File: config.mk
export PLATFORM = sky130hd
export DESIGN_NAME = level_sequencer
export DESIGN_NICKNAME = d
export VERILOG_FILES = /design/src/rtl/rally_pkg.sv /design/src/rtl/tick_prescaler.sv /design/src/rtl/level_sequencer.sv
export SDC_FILE = /design/constraint.sdc
export NUM_CORES = 1
export LEC_CHECK = 0
export CAP_MARGIN = 20
export CORE_UTILIZATION = 40
export CTS_BUF_LIST = sky130_fd_sc_hd__clkbuf_16
export DETAILED_ROUTE_END_ITERATION = 16
export PLACE_DENSITY_LB_ADDON = 0.15
export RECOVER_POWER = 25
export SYNTH_ARGS = -nofsm -noshare
export SYNTH_HDL_FRONTEND = slang
export SYNTH_SLANG_ARGS = --single-unit
export TNS_END_PERCENT = 50
File: constraint.sdc
create_clock -name clk -period 2.9 [get_ports clk]
set_input_delay 0.58 -clock clk [delete_from_list [all_inputs] [get_ports clk]]
set_output_delay 0.58 -clock clk [all_outputs]
set_load 0.03 [all_outputs]
File: src/rtl/rally_pkg.sv
// rally_pkg: shared game-flow state encodings and level constants
package rally_pkg;
   localparam int LVL_W = 2;
   localparam int NUM_LEVELS = 3;
   typedef enum logic [2:0] {
      IDLE        = 3'd0,
      LOAD_RST    = 3'd1,
      LOAD_SETTLE = 3'd2,
      PLAY        = 3'd3,
      CLEAR       = 3'd4,
      GAME_OVER   = 3'd5,
      WIN         = 3'd6
   } state_t;
endpackage

File: src/rtl/tick_prescaler.sv
// tick_prescaler: divides clk down to a one-cycle game tick every DIV enabled cycles
module tick_prescaler #(
   parameter int DIV = 25_000_000
) (
   input  logic clk,
   input  logic rst,
   input  logic clr,
   input  logic en,
   output logic tick
);
   localparam int W = $clog2(DIV);
   logic [W-1:0] cnt;
   assign tick = en && cnt == W'(DIV - 1);
   // count enabled cycles, wrapping on the tick; clr discards a partial count
   always_ff @(posedge clk)
      if (rst || clr) cnt <= '0;
      else if (en) cnt <= tick ? '0 : cnt + 1'b1;
endmodule

File: src/rtl/level_sequencer.sv
// level_sequencer: game-flow FSM sequencing level load, play, clear, lives and timer
module level_sequencer #(
   parameter int TICK_DIV    = 25_000_000,
   parameter int LEVEL_TIME  = 90,
   parameter int CLEAR_TICKS = 2,
   parameter int LIVES       = 3,
   parameter int NUM_LEVELS  = rally_pkg::NUM_LEVELS
) (
   input  logic                       clk,
   input  logic                       rst,
   input  logic                       start,
   input  logic                       all_collected,
   input  logic                       crash,
   output logic [rally_pkg::LVL_W-1:0] level_id,
   output logic                       level_rst,
   output logic                       play_active,
   output logic [2:0]                 game_state,
   output logic [7:0]                 time_left,
   output logic [1:0]                 lives
);
   import rally_pkg::*;
   localparam int CW = $clog2(CLEAR_TICKS + 1);
   state_t state, state_n;
   logic [LVL_W-1:0] level_n;
   logic [1:0] lives_n;
   logic [7:0] time_n;
   logic [CW-1:0] clear_cnt, clear_n;
   logic start_q, start_rise, tick, pclr;
   assign start_rise  = start & ~start_q;
   assign level_rst   = state == IDLE || state == LOAD_RST;
   assign play_active = state == PLAY;
   assign game_state  = state;
   tick_prescaler #(.DIV(TICK_DIV)) u_presc (
      .clk (clk),
      .rst (rst),
      .clr (pclr),
      .en  (state == PLAY || state == CLEAR),
      .tick(tick)
   );
   // register FSM state and the HUD counters
   always_ff @(posedge clk)
      if (rst) begin
         state     <= IDLE;
         level_id  <= '0;
         lives     <= '0;
         time_left <= '0;
         clear_cnt <= '0;
         start_q   <= 1'b0;
      end else begin
         state     <= state_n;
         level_id  <= level_n;
         lives     <= lives_n;
         time_left <= time_n;
         clear_cnt <= clear_n;
         start_q   <= start;
      end
   // next-state and counter updates; a clear in PLAY outranks crash and timeout
   always_comb begin
      state_n = state;
      level_n = level_id;
      lives_n = lives;
      time_n  = time_left;
      clear_n = clear_cnt;
      pclr    = 1'b0;
      case (state)
         IDLE, GAME_OVER, WIN:
            if (start_rise) begin
               level_n = LVL_W'(1);
               lives_n = 2'(LIVES);
               state_n = LOAD_RST;
            end
         LOAD_RST: begin
            time_n  = 8'(LEVEL_TIME);
            pclr    = 1'b1;
            state_n = LOAD_SETTLE;
         end
         LOAD_SETTLE: state_n = PLAY;
         PLAY:
            if (all_collected) begin
               pclr    = 1'b1;
               clear_n = CW'(CLEAR_TICKS);
               state_n = CLEAR;
            end else begin
               if (tick && time_left != 8'd0) time_n = time_left - 1'b1;
               if (crash || (tick && time_left == 8'd1)) begin
                  lives_n = lives <= 2'd1 ? 2'd0 : lives - 1'b1;
                  state_n = lives <= 2'd1 ? GAME_OVER : LOAD_RST;
               end
            end
         CLEAR:
            if (tick) begin
               clear_n = clear_cnt <= CW'(1) ? '0 : clear_cnt - 1'b1;
               if (clear_cnt <= CW'(1)) begin
                  state_n = level_id == LVL_W'(NUM_LEVELS) ? WIN : LOAD_RST;
                  level_n = level_id == LVL_W'(NUM_LEVELS) ? level_id : level_id + 1'b1;
               end
            end
         default: state_n = IDLE;
      endcase
   end
endmodule

### After elaboration in Yosys (flattened, before gate mapping)

Index checks and enable logic that the tools add are counted.

* register bits after elaboration: 43
* latch bits: 0
* memory bits (writable): 0
* ROM bits: 0
* input bits: 5
* output and inout bits: 17
* logic and storage cells: 81
* memories: 0

* add/sub/neg operators: 5
* multiply operators: 0
* divide/modulo/power cells: 0
* magnitude comparators: 2
* equal/unequal tests: 18
* shift-type cells: 0
* multiplexer cells: 28
* bitwise gates (word level): 2
* reduce and logical (&&, ||, !) cells: 19

Operators with widths (number)
* adder 25 x 1 -> 25 bit (second input constant): 1
* equality test 25 bit (second input constant): 1
* two-way mux 25 bit: 1
* two-way mux 2 bit: 11
* two-way mux 3 bit: 7
* two-way mux 8 bit: 2
* case mux 8 bit (2 select lines): 1
* case mux 3 bit (5 select lines): 1
* case mux 2 bit (2 select lines): 3
* != test 2 bit (second input constant): 5
* equality test 3 bit (second input constant): 3
* equality test 8 x 1 -> 1 bit (second input constant): 1
* AND reduction 4 bit: 2
* nonzero test 2 bit: 4
* nonzero test 8 bit: 1
* subtractor 8 x 1 -> 8 bit (second input constant): 1
* equality test 3 x 2 -> 1 bit (second input constant): 2
* != test 2 x 1 -> 1 bit (second input constant): 3
* AND reduction 3 bit: 2
* AND reduction 5 bit: 1
* less-or-equal comparator 2 x 1 -> 1 bit (second input constant): 2
* logical OR 1 bit: 4
* subtractor 2 x 1 -> 2 bit (second input constant): 2
* equality test 3 x 1 -> 1 bit (second input constant): 1
* 10 further kinds: 12

### Logic depth before layout (Yosys ltp)

Gate-level depths: netlist of the first run.

* depth after elaboration: 8
* mapped depth: 9
* gate-level depth less buffers: 7

### By module

Synthesis of the first run repeated with hierarchy kept, for this count alone.

* cell total of the unflattened synthesis: 284
* area, all modules: 2423.6 um2

By module, submodules not included
* tick_prescaler: instances 1, cells an instance 144, area each 1262.5 um2, seq. area each 500.5 um2
* level_sequencer: instances 1, cells an instance 140, area each 1161.1 um2, seq. area each 360.3 um2

### Least setup slack after synthesis of the first run

OpenSTA, ideal clock, no wires.

* kind: reg-to-reg
* start point: reg state[1] (netlist: game_state[1])
* end point: reg u_presc.cnt[24]
* data arrival time: 2.282 ns
* required time: 2.830 ns
* path slack: 0.548 ns
* stages on the path, launching flop included: 8
* path buffers: 1
* period minus slack after synthesis: 2.352 ns
* cell sequence: dfxtp_1 buf_2 nand3b_2 inv_2 o2111ai_4 or4_1 or3_1 a21oi_1

* word-level cells in the longest chain between the ends: 4
* elaborated cells between the ends (all ways): 8
* classes of those cells: eq/ne: 3; mux: 2; reduce/logical: 3

RTL lines
* from (decl): line level_sequencer.sv:23 `state_t state, state_n;`
* from (signal assigned): line level_sequencer.sv:50 `state <= state_n;`
* equality test 3 x 2 -> 1 bit *
* via play_active: line level_sequencer.sv:16 `output logic play_active,`
* logical OR 1 bit: line level_sequencer.sv:37 `.en (state == PLAY || state == CLEAR),`
* logical AND 1 bit: line tick_prescaler.sv:13 `assign tick = en && cnt == W'(DIV - 1);`
* two-way mux 25 bit: line tick_prescaler.sv:17 `else if (en) cnt <= tick ? '0 : cnt + 1'b1;`
* to (signal assigned): line tick_prescaler.sv:17
* to (decl): line tick_prescaler.sv:12 `logic [W-1:0] cnt;`

Mark *: on every way through the listed nets, which the timed path passes. The rest lies on a longest branch.
A chain may end at the register's enable or synchronous reset.

### Worst setup path in the final report of the first run

* start point: reg state[0] (netlist: game_state[0])
* end point: out play_active

* word-level cells in the longest chain between the ends: 1

RTL lines
* equality test 3 x 2 -> 1 bit: line level_sequencer.sv:31 `assign play_active = state == PLAY;`
* to (decl): line level_sequencer.sv:16

Every way passes these cells.

==> results.cfg, run 1 <==
[outcome]
outcome = finished, final reports clean

[sta]
finalHoldViolations = 0
setup_violations = 0
tightestPinTransition_ns = 0.848
period_share_pct = 92.5
slew_headroom_pct = 43.4
finalClockSkew_ns = 0.00511
hold_slack_ns = 0.500
grt_setup_unrepaired = no
tns_ns = 0
fmax_mhz = 373
drv_slew = 0
worst_slack_ns = 0.219
post-route-min-period_ns = 2.68

[yosys]
synth_top_area_share_pct = 34.5
synthFlopType = dfxtp_1
syn_nets = 319
synth_edf_count = 0
avgSynthCellArea_um2 = 8.06
yosysSeqAreaShare_pct = 34.5
ys_seq_elements = 43
async_flop_share_pct = 0
yosysWarnings = 0
synthTopCellsByCount = dfxtp_1 (43), nor2_1 (39), nand2_1 (25), nor3_1 (17)
yosysTopAreaCell = dfxtp_1
ys_types = 55
synth_area_mm2 = 0.00250
post-synth-top-count-cell = dfxtp_1
synth_cells = 310
yosys-top-cells-area = dfxtp_1 (34%), nor2_1 (5.9%), xnor2_1 (4.6%)

[clock_tree]
clock-sinks = 43
hold_buffers = 0
h-tree-depth = 2
clock_latency_ns = 0.28
cts_buffers = 5
cts_max_path_buffers = 2
cts-root-buf = clkbuf_16
clkSlewWorstSetupHoldPaths_ns = 0.06
cts_tree = done
cts_resized = 0
post_cts_buffers = 0

[worst_setup_path]
cp.arrival_ns = 2.10
max_stage_delay_ns = 0.70
reg2reg_to = u_presc.cnt[24]$_SDFFE_PP0P_
start_kind = flop
crit_fanout = 13
crit_path_start = game_state[0]$_SDFFE_PP0P_
rr_worst_depth = 6
cp_slowest_cell = clkdlybuf4s50_1
critical_path_class = flop to output pin
critPathCaptureType = output pin
timing.rr.start = game_state[0]$_SDFFE_PP0P_
path_cells = nand3b_2 -> inv_2 -> clkdlybuf4s50_1
required_ns = 2.32
rrSetupSlack_ns = 0.45

[placed_design]
place.gp.congestion = 0.815
place_hpwl_um = 4220
pre_cts_ws_ns = 0.500
port_buffers = 21
placed_area_mm2 = 0.00280
dpl.cell_count = 400

[floorplan]
pin_count = 22
rows = 28
die-height_um = 81.0
core_mm2 = 0.00596
initial_utilization_pct = 42.0
chipWidth_um = 81.0
die_area_mm2 = 0.00657

[detailed_routing]
wl_per_cell_um = 14.4
num_vias = 2375
wirelength_um = 5870
drtPass1Iterations = 4
drt_iter0_drc = 119
vias_per_cell = 5.82
route.detailed.drc = 0
ant_nets = 0

[power_and_ir_drop]
power.leakage_nw = 1.03
total_power_mw = 1.97
powerDensity_mw_per_mm2 = 673
ir_drop_uv = 328

[grt]
antenna_found_initial = 0
grt_start_max_net_pins = 23
grt_pass1_wl_um = 10100
overflow = 0
grt_use_total_pct = 19.7
grt_pass1_vias = 2092

[layout]
instances_no_fill = 408
fin_util_pct = 49.2
syn2layout_area_growth_pct = 17.2
antenna_cells = 0
final_cell_area_mm2 = 0.00293
nets = 341
drive_above_1_share_pct = 6.31

[min_path]
hold_depth = 2
worstHoldEndpoint = u_presc.cnt[24]$_SDFFE_PP0P_
hp-start = u_presc.cnt[24]$_SDFFE_PP0P_
hold_class = flop to flop

[flow_run]
drv_cap = 0
[critical path, delay by kind of cell, from the launching register on]
kind          cells  cell delay [ns]
buf+inv           2             0.92
flops             1             0.63
simple gates      1             0.27
[registers in the layout (all words and copies together) (netlist names)]
signal       count
u_presc.cnt     25
clear_cnt        2
level_id         2
start_q          1
lives            2
game_state       3
time_left        8
[kinds of logic (layout without fill, tap and decap cells)]
family          Yosys count  after routing  share of synthesized area, %
flops                    43             43                          34.5
compound gates           49             49                          14.9
buf+inv                  28             51                          4.66
xor+xnor                 22             22                          7.71
simple gates            161            161                          35.1
mux                       3              3                          1.20
fa+ha+maj                 4              4                          2.00
[layout make-up]
type                    instances  area, um2
clock buffers                   5        125
clock inverters                 3       11.3
fillers                       597       3030
inverters                      14       52.6
multi-input cells             239       1520
flip-flops and latches         43        861
well taps                      75       93.8
repair buffers                 29        263
[how the worst max path moves through the flow]
| stage | to | slack [ns] | cells past startpoint |
|---|---|---|---|
| floorplan | u_presc.cnt[24]$_SDFFE_PP0P_ | 0.55 | 7 |
| global placement | u_presc.cnt[24]$_SDFFE_PP0P_ | 0.54 | 6 |
| detailed placement | u_presc.cnt[24]$_SDFFE_PP0P_ | 0.50 | 6 |
| CTS | play_active | 0.25 | 3 |
| global route | play_active | 0.14 | 3 |
| finish | play_active | 0.22 | 3 |
[placed cells by master, fill, tap and decap left out, types with 6 or more instances in the layout]
master           netlist  routed
a21oi_1               10      10
and3_1                 7       7
buf_4                  0       6
clkdlybuf4s50_1        0       9
dfxtp_1               43      43
dlygate4sd3_1          0      12
inv_1                 13      14
nand2_1               25      25
nand3_1               15      15
nand4_1               15      15
nor2_1                39      39
nor3_1                17      17
nor4_1                 7       7
o21ai_0                7       7
xnor2_1               13      13
xor2_1                 9       9
[metal layers]
| layer | routed length, um | vias up | part of all wire (%) | global-route usage [%] |
|---|---|---|---|---|
| li1 | - | 1186 | - | - |
| met4 | 82 | 0 | 1.4 | 6.25 |
| met3 | 293 | 7 | 5.0 | 3.15 |
| met1 | 2870 | 1111 | 49 | 27.5 |
| met5 | 0 | - | 0 | 0 |
| met2 | 2630 | 71 | 45 | 31.0 |
[power breakdown]
group	switching (mW)	internal, mW
logic	0.429	0.276
registers	0.0915	0.644
clock network	0.219	0.310
Note: power is estimated with default switching activity, not from simulation.
==> inputs of run 2 (changes only) <==
--- a/config.mk
+++ b/config.mk
@@ -5,12 +5,12 @@
 export SDC_FILE = /design/constraint.sdc
 export NUM_CORES = 1
 export LEC_CHECK = 0
-export CAP_MARGIN = 20
 export CORE_UTILIZATION = 40
 export CTS_BUF_LIST = sky130_fd_sc_hd__clkbuf_16
 export DETAILED_ROUTE_END_ITERATION = 16
 export PLACE_DENSITY_LB_ADDON = 0.15
 export RECOVER_POWER = 25
+export SLEW_MARGIN = 20
 export SYNTH_ARGS = -nofsm -noshare
 export SYNTH_HDL_FRONTEND = slang
 export SYNTH_SLANG_ARGS = --single-unit
==> results of run 2 <==
Final layout, timing and power as in run 1 (identical DEF).
==> inputs of run 3 (changes only) <==
--- a/config.mk
+++ b/config.mk
@@ -8,6 +8,7 @@
 export CORE_UTILIZATION = 40
 export CTS_BUF_LIST = sky130_fd_sc_hd__clkbuf_16
 export DETAILED_ROUTE_END_ITERATION = 16
+export HOLD_SLACK_MARGIN = 0.08
 export PLACE_DENSITY_LB_ADDON = 0.15
 export RECOVER_POWER = 25
 export SLEW_MARGIN = 20
==> results of run 3 <==
Final layout, timing and power as in run 1 (identical DEF).
